--- src/rtl/regfile_wb_ctrl_if.sv ---
// Writeback request channel into the register-file write controller.
// valid/ready handshake carrying destination register and data.
interface regfile_wb_ctrl_if #(
  parameter int ADDR_W = 5,
  parameter int DATA_W = 64
);
  logic              wb_valid;
  logic              wb_ready;
  logic [ADDR_W-1:0] wb_rd;
  logic [DATA_W-1:0] wb_data;

  modport master (
    output wb_valid,
    output wb_rd,
    output wb_data,
    input  wb_ready
  );

  modport slave (
    input  wb_valid,
    input  wb_rd,
    input  wb_data,
    output wb_ready
  );
endinterface

--- src/rtl/regfile_wb_ctrl.sv ---
// Register-file write controller: FIFO-buffered writeback requests,
// one registered write per cycle, per-register pending scoreboard.
module regfile_wb_ctrl #(
  parameter int DATA_W = 64,
  parameter int ADDR_W = 5,
  parameter int DEPTH  = 4
) (
  input  logic              clk,
  input  logic              reset,
  regfile_wb_ctrl_if.slave  wb,
  input  logic              rf_stall,
  output logic              RegWrite,
  output logic [ADDR_W-1:0] RD,
  output logic [DATA_W-1:0] WriteData,
  input  logic [ADDR_W-1:0] q_rs1,
  input  logic [ADDR_W-1:0] q_rs2,
  output logic              q_hazard1,
  output logic              q_hazard2,
  output logic              idle
);

  localparam int NREG = 2 ** ADDR_W;
  localparam int PW   = $clog2(DEPTH + 2);
  localparam int AW   = $clog2(DEPTH);
  localparam int CW   = AW + 1;

  typedef enum logic {
    S_IDLE,
    S_ISSUE
  } state_t;

  state_t            r_state;
  logic [AW-1:0]     r_wptr;
  logic [AW-1:0]     r_rptr;
  logic [CW-1:0]     r_count;
  logic [ADDR_W-1:0] r_mem_rd   [DEPTH];
  logic [DATA_W-1:0] r_mem_data [DEPTH];
  logic [PW-1:0]     r_pend     [NREG];
  logic [ADDR_W-1:0] r_rd;
  logic [DATA_W-1:0] r_data;

  logic w_full;
  logic w_acc;
  logic w_push;
  logic w_pop;

  assign w_full      = (r_count == CW'(DEPTH));
  assign wb.wb_ready = !w_full;
  assign w_acc       = wb.wb_valid && !w_full;
  // x0 requests complete the handshake but never enter the queue
  assign w_push      = w_acc && (wb.wb_rd != '0);
  assign w_pop       = (r_count != '0) && !rf_stall;

  assign RegWrite  = (r_state == S_ISSUE);
  assign RD        = r_rd;
  assign WriteData = r_data;

  always_ff @(posedge clk or negedge reset) begin
    if (!reset) begin
      r_state <= S_IDLE;
      r_rd    <= '0;
      r_data  <= '0;
    end else begin
      unique case (r_state)
        S_IDLE, S_ISSUE: begin
          if (w_pop) begin
            r_state <= S_ISSUE;
            r_rd    <= r_mem_rd[r_rptr];
            r_data  <= r_mem_data[r_rptr];
          end else begin
            r_state <= S_IDLE;
          end
        end
        default: r_state <= S_IDLE;
      endcase
    end
  end

  always_ff @(posedge clk or negedge reset) begin
    if (!reset) begin
      r_wptr  <= '0;
      r_rptr  <= '0;
      r_count <= '0;
    end else begin
      if (w_push) r_wptr <= r_wptr + AW'(1);
      if (w_pop)  r_rptr <= r_rptr + AW'(1);
      if (w_push && !w_pop)
        r_count <= r_count + CW'(1);
      else if (!w_push && w_pop)
        r_count <= r_count - CW'(1);
    end
  end

  always_ff @(posedge clk) begin
    if (w_push) begin
      r_mem_rd[r_wptr]   <= wb.wb_rd;
      r_mem_data[r_wptr] <= wb.wb_data;
    end
  end

  // Entry leaves the scoreboard at the end of its RegWrite cycle
  always_ff @(posedge clk or negedge reset) begin
    if (!reset) begin
      for (int i = 0; i < NREG; i++)
        r_pend[i] <= '0;
    end else begin
      for (int i = 0; i < NREG; i++) begin
        if (w_push && wb.wb_rd == ADDR_W'(i) &&
            !(RegWrite && r_rd == ADDR_W'(i)))
          r_pend[i] <= r_pend[i] + PW'(1);
        else if (!(w_push && wb.wb_rd == ADDR_W'(i)) &&
                 RegWrite && r_rd == ADDR_W'(i))
          r_pend[i] <= r_pend[i] - PW'(1);
      end
    end
  end

  assign q_hazard1 = (q_rs1 != '0) && (r_pend[q_rs1] != '0);
  assign q_hazard2 = (q_rs2 != '0) && (r_pend[q_rs2] != '0);
  assign idle      = (r_count == '0) && !RegWrite;

endmodule

--- src/flat_wrapper.sv ---
// flat-port wrapper written by rule: the top's interface ports become plain ports
module regfile_wb_ctrl_flat 
#(
  parameter int DATA_W = 64,
  parameter int ADDR_W = 5,
  parameter int DEPTH  = 4
)
  (clk, reset, rf_stall, RegWrite, RD, WriteData, q_rs1, q_rs2, q_hazard1, q_hazard2, idle, wb_wb_valid, wb_wb_rd, wb_wb_data, wb_wb_ready);
  regfile_wb_ctrl_if #(.ADDR_W(ADDR_W), .DATA_W(DATA_W)) wb_i ();
  input  logic clk;
  input  logic reset;
  input  logic rf_stall;
  output logic RegWrite;
  output logic [ADDR_W-1:0] RD;
  output logic [DATA_W-1:0] WriteData;
  input  logic [ADDR_W-1:0] q_rs1;
  input  logic [ADDR_W-1:0] q_rs2;
  output logic q_hazard1;
  output logic q_hazard2;
  output logic idle;
  input wire logic [$bits(wb_i.wb_valid)-1:0] wb_wb_valid;
  input wire logic [$bits(wb_i.wb_rd)-1:0] wb_wb_rd;
  input wire logic [$bits(wb_i.wb_data)-1:0] wb_wb_data;
  output wire logic [$bits(wb_i.wb_ready)-1:0] wb_wb_ready;
  assign wb_i.wb_valid = wb_wb_valid;
  assign wb_i.wb_rd = wb_wb_rd;
  assign wb_i.wb_data = wb_wb_data;
  assign wb_wb_ready = wb_i.wb_ready;
  regfile_wb_ctrl #(.DATA_W(DATA_W), .ADDR_W(ADDR_W), .DEPTH(DEPTH)) u_core (.clk(clk), .reset(reset), .wb(wb_i), .rf_stall(rf_stall), .RegWrite(RegWrite), .RD(RD), .WriteData(WriteData), .q_rs1(q_rs1), .q_rs2(q_rs2), .q_hazard1(q_hazard1), .q_hazard2(q_hazard2), .idle(idle));
endmodule
--- config.mk ---
export PLATFORM = sky130hd
export DESIGN_NAME = regfile_wb_ctrl_flat
export DESIGN_NICKNAME = d
export VERILOG_FILES = /design/src/rtl/regfile_wb_ctrl_if.sv /design/src/rtl/regfile_wb_ctrl.sv /design/src/flat_wrapper.sv
export SDC_FILE = /design/constraint.sdc
export NUM_CORES = 1
export LEC_CHECK = 0
export ABC_AREA = 1
export CORE_MARGIN = 5
export CORE_UTILIZATION = 43
export CTS_CLUSTER_SIZE = 25
export DETAILED_ROUTE_END_ITERATION = 10
export HOLD_SLACK_MARGIN = 0.02
export PLACE_DENSITY_LB_ADDON = 0.12
export SKIP_CTS_REPAIR_TIMING = 1
export SYNTH_ARGS = -nofsm -noshare
export SYNTH_HDL_FRONTEND = slang
export SYNTH_SLANG_ARGS = --single-unit
--- constraint.sdc ---
create_clock -name clk -period 6.4 [get_ports clk]
set_input_delay 1.28 -clock clk [delete_from_list [all_inputs] [get_ports clk]]
set_output_delay 1.28 -clock clk [all_outputs]
set_load 0.05 [all_outputs]
Word-level counts from Yosys, hierarchy flattened
Memories as Yosys holds them, arrays and structs flattened. A register that Yosys moved wholly into a read port is not among the register bits.
Cells that the tools add are included.

word-level totals
  bits in registers = 104
  bits in writable memories = 276
  input port bits = 83
  output and inout port bits = 74
  word-level logic and storage cells = 529
  memories = 2

operators by class
  add/sub/neg operators = 68
  $lt $le $gt $ge = 2
  equality and inequality tests = 63
  muxes and demuxes = 75
  bitwise gates (word level) = 2
  reductions and logical operators = 281

memory list
  name               words  bits a word  read ports  clocked after Yosys merged registers in  wr ports  RTL line               text
  u_core.r_mem_data  4      64           1           1                                        1         regfile_wb_ctrl.sv:37  logic [DATA_W-1:0] r_mem_data [DEPTH];
  u_core.r_mem_rd    4      5            1           1                                        1         regfile_wb_ctrl.sv:36  logic [ADDR_W-1:0] r_mem_rd [DEPTH];

operators with widths
  operator                                                            number
  3-bit two-way mux                                                   70
  1-bit logical AND                                                   168
  5-bit == test, second input constant                                32
  3-bit by 1-bit adder with 3-bit output, second input constant       33
  3-bit by 1-bit subtractor with 3-bit output, second input constant  33
  5-bit by 4-bit == test with 1-bit output, second input constant     16
  1-bit logical NOT                                                   71
  2-bit nonzero test                                                  33
  5-bit by 3-bit == test with 1-bit output, second input constant     8
  3-bit binary-select mux with 5-bit select                           2
  5-bit by 2-bit == test with 1-bit output, second input constant     4
  5-bit nonzero test                                                  3
  6-bit greater-or-equal comparator, second input constant            2
  5-bit NOT with 6-bit output                                         2
  5-bit by 1-bit == test with 1-bit output, second input constant     2
  5-bit logical NOT                                                   2
  3-bit nonzero test                                                  3
  2-bit by 1-bit adder with 2-bit output, second input constant       2
  3-bit == test, second input constant                                1
  3-bit logical NOT                                                   1
  1-bit two-way mux                                                   3

Longest topological paths before layout
  word-level depth = 10
  gate-level depth with buffers = 13
  gate-level depth less buffers = 12

Least setup slack after synthesis
No wires, ideal clock.

  path kind = input -> register
  from = input port wb_wb_rd[3]
  to = memory u_core.r_mem_data[0][0] (enable)
  library setup time = 0.496 ns
  arrival = 4.624 ns
  data required time = 5.904 ns
  slack = 1.280 ns
  cell stages on the path = 5
  buffers on the path = 1
  cells stage by stage = nor2_1 > nand3_2 > nand3_2 > buf_2 > nor2_1

on the way
  longest elaborated chain between the ends = 4

RTL lines
  element                                  RTL line               text
  start, declared                          flat_wrapper.sv:22     input wire logic [$bits(wb_i.wb_rd)-1:0] wb_wb_rd;
  5-bit nonzero test                       regfile_wb_ctrl.sv:51  assign w_push = w_acc && (wb.wb_rd != '0);
  1-bit logical AND                        regfile_wb_ctrl.sv:51
  1-bit two-way mux                        regfile_wb_ctrl.sv:95  if (w_push) begin
  1-bit two-way mux (not written as such)  regfile_wb_ctrl.sv:97  r_mem_data[r_wptr] <= wb.wb_data;
  end, declared                            regfile_wb_ctrl.sv:37

Every way passes these cells.

Worst setup path after layout
  from = input port q_rs2[0]
  to = output port q_hazard2

on the way
  longest elaborated chain between the ends = 6
  elaborated cells between the ends (all ways) = 7
  those cells by class = mux: 3; bitwise: 1; reduce/logical: 3

RTL lines
  element                                               RTL line                text
  start, declared                                       flat_wrapper.sv:17      input logic [ADDR_W-1:0] q_rs2;
  5-bit NOT with 6-bit output (not written as such)     regfile_wb_ctrl.sv:119  assign q_hazard2 = (q_rs2 != '0) && (r_pend[q_rs2] != '0);
  3-bit binary-select mux with 5-bit select             regfile_wb_ctrl.sv:119
  3-bit two-way mux (not written as such) (2 in a row)  regfile_wb_ctrl.sv:119
  3-bit nonzero test                                    regfile_wb_ctrl.sv:119
  1-bit logical AND (*)                                 regfile_wb_ctrl.sv:119
  end, declared                                         flat_wrapper.sv:19      output logic q_hazard2;

Mark *: on every way between the ends. The rest lies on a longest branch, timed or not. The select of a mux whose other input is x is not followed.

==> results.md <==
Route:
- The first detailed-routing pass took 6 iterations.
- The number of DRC violations after detailed-routing iteration 0 is 889.
- The number of nets with antenna violations after detailed routing is 0.
- The total routed wirelength is 50300 um.
- The number of remaining DRC errors is 0.
- The average wire length per cell after detail routing is 18.0 um.
- The routed via count divided by cell count is 5.08.
- The via total after detailed routing is 14200.

Global route:
- The first-pass GRT wire length is 78800 um.
- The total overflow left after global routing is 0.
- The number of antenna violations at the first check in global routing is 2.
- The via count of the first global-routing pass is 14100.
- The total track usage is 0.197.
- The maximum number of pins on one net before global-route repair is 143.

Yosys:
- After synthesis, the most frequently instantiated cells are nor2_1, nand2_1, edfxtp_1.
- By area the synthesized netlist is led by edfxtp_1, dfrtp_1, nor2_1, nand2_1, o21ai_0.
- The count of synthesis-stage warnings from yosys is 0.
- Of all cell types, the one taking the most synthesized area is edfxtp_1.
- The synthesized area per cell is 10.0 sq um.
- After synthesis the cells add up to 20100 sq um.
- The most used standard cell by instance count after synthesis is nor2_1.
- Counting distinct cell types in the post-synthesis netlist gives 32.
- The fraction of post-synthesis cell area in the top cell type by area is 0.412.
- The proportion of synthesized chip area in sequential cells is 0.627.
- The synthesized flop and latch total is 449.
- The cell count after synthesis is 2008.
- In the synthesized netlist the async set-or-reset flop fraction comes to 0.385.
- The net count of the mapped netlist is 2129.
- The prevailing post-synth register cell is edfxtp_1.
- Counting flops with a built-in enable in the synthesized netlist gives 276.

Critical path:
- The critical path goes through clkdlybuf4s50_1 > inv_1 > nor2_1 > nand2_1 > nand3_1 > nor2_1 > nand2_1 > nand2_1 > nand2_1 > nand3_1 > nand2_1 > clkdlybuf4s50_1.
- Among all stages on the critical path, the largest delay is contributed by clkdlybuf4s50_1.
- The largest stage delay on the critical path is 0.89 ns.
- The critical path launch point type is a primary input.
- The arrival time reported for the critical path endpoint is 4.18 ns.
- The cell repeated most along the worst path is nand2_1.
- The worst setup path startpoint is q_rs2[0].
- Along the worst path, the maximum fanout reaches 19.
- The setup check on the worst reg-to-reg path leaves a slack of 3.57 ns.
- The endpoint identified for the worst register-to-register timing path is u_core.r_pend[77].
- STA classifies the critical path endpoint as an output pin.
- The endpoint required time on the critical path is 5.12 ns.
- The critical path class is primary input to output pin.
- The depth of the most critical reg-to-reg path is 12.
- The worst flop-to-flop path startpoint is u_core.r_count[0].
- The critical path capture point is q_hazard2.

Timing:
- The pin slew with the least headroom to its limit is 1.01 ns.
- Setup repair after global routing left no endpoint under its margin.
- The number of hold violations in the final report is 0.
- In the finished design, the share of the clock period the worst path needs comes to 0.853.
- The worst slew slack as a fraction of its limit is 0.325.
- The setup TNS is 0 ns.
- The minimum period implied by the final worst setup slack is 5.46 ns.
- Clock skew on the completed layout was measured at 0.0231 ns.
- The number of pins exceeding their max-slew limit in the final report is 0.
- Based on the critical path, the design can be clocked at up to 0.183 GHz.
- The smallest hold slack is 0.468 ns.
- The number of failing setup endpoints in the final timing report is 0.

Place:
- The HPWL after detailed placement is 32100 um.
- The total placed cells including tap cells is 2708.
- During placement, the flow inserted port buffers numbering 156.
- At the end of routability-driven placement, the weighted congestion stood at 0.869.

Power:
- The share of total power dissipated in sequential elements is 0.396.
- The share of total power dissipated in the clock network is 0.234.
- The fraction of power consumed by combinational cells is 0.369.
- In this run the static leakage power is 9.67 nW.
- In this run the power density over the cells is 492 nW/um^2.
- The net switching power of the design is 0.00471 W.
- Internal power comes to 0.00705 W.
- The design draws 0.0118 W.
- Across the VDD grid, the largest voltage drop is 299 uV.
- The switching fraction of total power is 0.401.

Finish:
- Excluding fillers, the count of instances in the completed layout stands at 2798.
- The synthesis-to-layout area growth is 18.8%.
- The share of the core filled with cells in the final layout is 0.515.
- The net count of the finished layout is 2272.
- In the final layout, the share of cells above drive strength 1 is 0.0552.
- The repair_antennas step left the layout with diodes totalling 0.

Floorplan:
- The die is 226 um wide.
- The starting density of the core is 0.433.
- The number of rows created at floorplan is 79.
- The die is 226 um tall.
- The region available for standard cell placement spans 46500 sq um.
- 157 I/O pins were placed.
- The die outline area is 51200 sq um.

Clock tree:
- The number of sinks driven by the clock tree is 449.
- TritonCTS built the clock tree.
- After clock tree synthesis, the clock-pin slew on the worst setup and hold paths is 0.05 ns.
- For the worst-skew pair, the clock arrives at the later sink with an insertion delay of 0.59 ns.
- Clock tree synthesis selected as its root buffer the cell clkbuf_16.
- Counting along the longest clock path gives a buffer depth of 3.
- The total number of H-tree levels is 2.
- The number of buffers created by CTS is 48.

Job:
- Max-cap violations in this run came to 0.

Min path:
- The worst hold path belongs to the class register to register.

Status:
- The run finished with clean final reports.
stage by stage:
step	setup WS [ns]	instance area [sq um]
6_report	0.939	23900
3_5_place_dp	0.968	22300
2_1_floorplan	1.28	20100
4_1_cts	0.962	23900
5_1_grt	0.734	23900
3_3_place_gp	1.02	22300
final cells by class:
| type | instances | area [sq um] |
|---|---|---|
| fillers | 4145 | 22500 |
| well taps | 607 | 759 |
| flip-flops and latches | 449 | 12600 |
| repair buffers | 173 | 1730 |
| clock inverters | 24 | 263 |
| multi-input cells | 1338 | 6680 |
| clock buffers | 66 | 1330 |
| inverters | 141 | 531 |
how the worst min path moves through the flow:
stage	start	to	depth (start not counted)
floorplan	u_core.r_pend[50]	u_core.r_pend[50]	2
global placement	u_core.r_pend[89]	u_core.r_pend[89]	2
detailed placement	u_core.r_pend[50]	u_core.r_pend[50]	2
CTS	u_core.r_pend[50]	u_core.r_pend[50]	2
global route	u_core.r_pend[2]	u_core.r_pend[2]	1
finish	u_core.r_pend[89]	u_core.r_pend[89]	2
cells in the final DEF, fill, tap and decap left out, types with 5 or more instances in the layout:
cell and n:
o21bai_1 18, clkbuf_1 13, edfxtp_1 276, inv_1 134, xnor2_1 8, nand3b_1 15
buf_4 14, nand2_1 404, nor2_4 5, clkbuf_8 5, nand4_2 7, ha_1 6
nand3_1 91, o21ai_0 187, nor2_1 427, xor2_1 39, clkinv_2 15, nand4_1 12
clkdlybuf4s50_1 155, dfrtp_1 171, inv_2 5, fa_1 32, a31oi_1 67, a21oi_1 5
clkbuf_16 49
power groups by stage:
| stage | Clock, W | Sequential (W) | Combinational [W] |
|---|---|---|---|
| 2_1_floorplan | 0 | 0.00529 | 0.00228 |
| 3_3_place_gp | 0 | 0.00469 | 0.00433 |
| 3_5_place_dp | 0 | 0.00471 | 0.00441 |
| 4_1_cts | 0.00284 | 0.00467 | 0.00442 |
| 5_1_grt | 0.00296 | 0.00478 | 0.00484 |
| 6_report | 0.00276 | 0.00466 | 0.00434 |
critical path: cells and delay by family:
kind,cells,cell delay (ns)
buffers and inverters,3,2.08
AND/OR/NAND/NOR,9,0.81
state kept, by name, indices dropped and copies added, names as in the netlist:
signal	flops
u_core.r_rptr	2
u_core.r_wptr	2
u_core.r_pend	96
u_core.r_mem_data	256
u_core.r_count	3
u_core.RegWrite	1
u_core.RD	5
u_core.r_mem_rd	20
u_core.WriteData	64
metal layers:
layer  vias to the layer above  share of wire  GRT usage
met5                         -        0.00060          0
met4                         4          0.025     0.0611
met1                      6835           0.42      0.253
met3                        90          0.062     0.0451
li1                       6980              -          -
met2                       306           0.49      0.337
cells by family (layout without fill, tap and decap cells):
kind of cell | Yosys count | in the layout | synth area share
buffers and inverters | 221 | 404 | 0.0435
adders and majority gates | 38 | 38 | 0.0355
DFF | 449 | 449 | 0.627
xor gates and xnor gates | 47 | 47 | 0.0204
AOI/OAI and AO/OA | 284 | 284 | 0.0773
and+or+nand+nor | 969 | 969 | 0.196
Power figures use the tool's default switching activity.
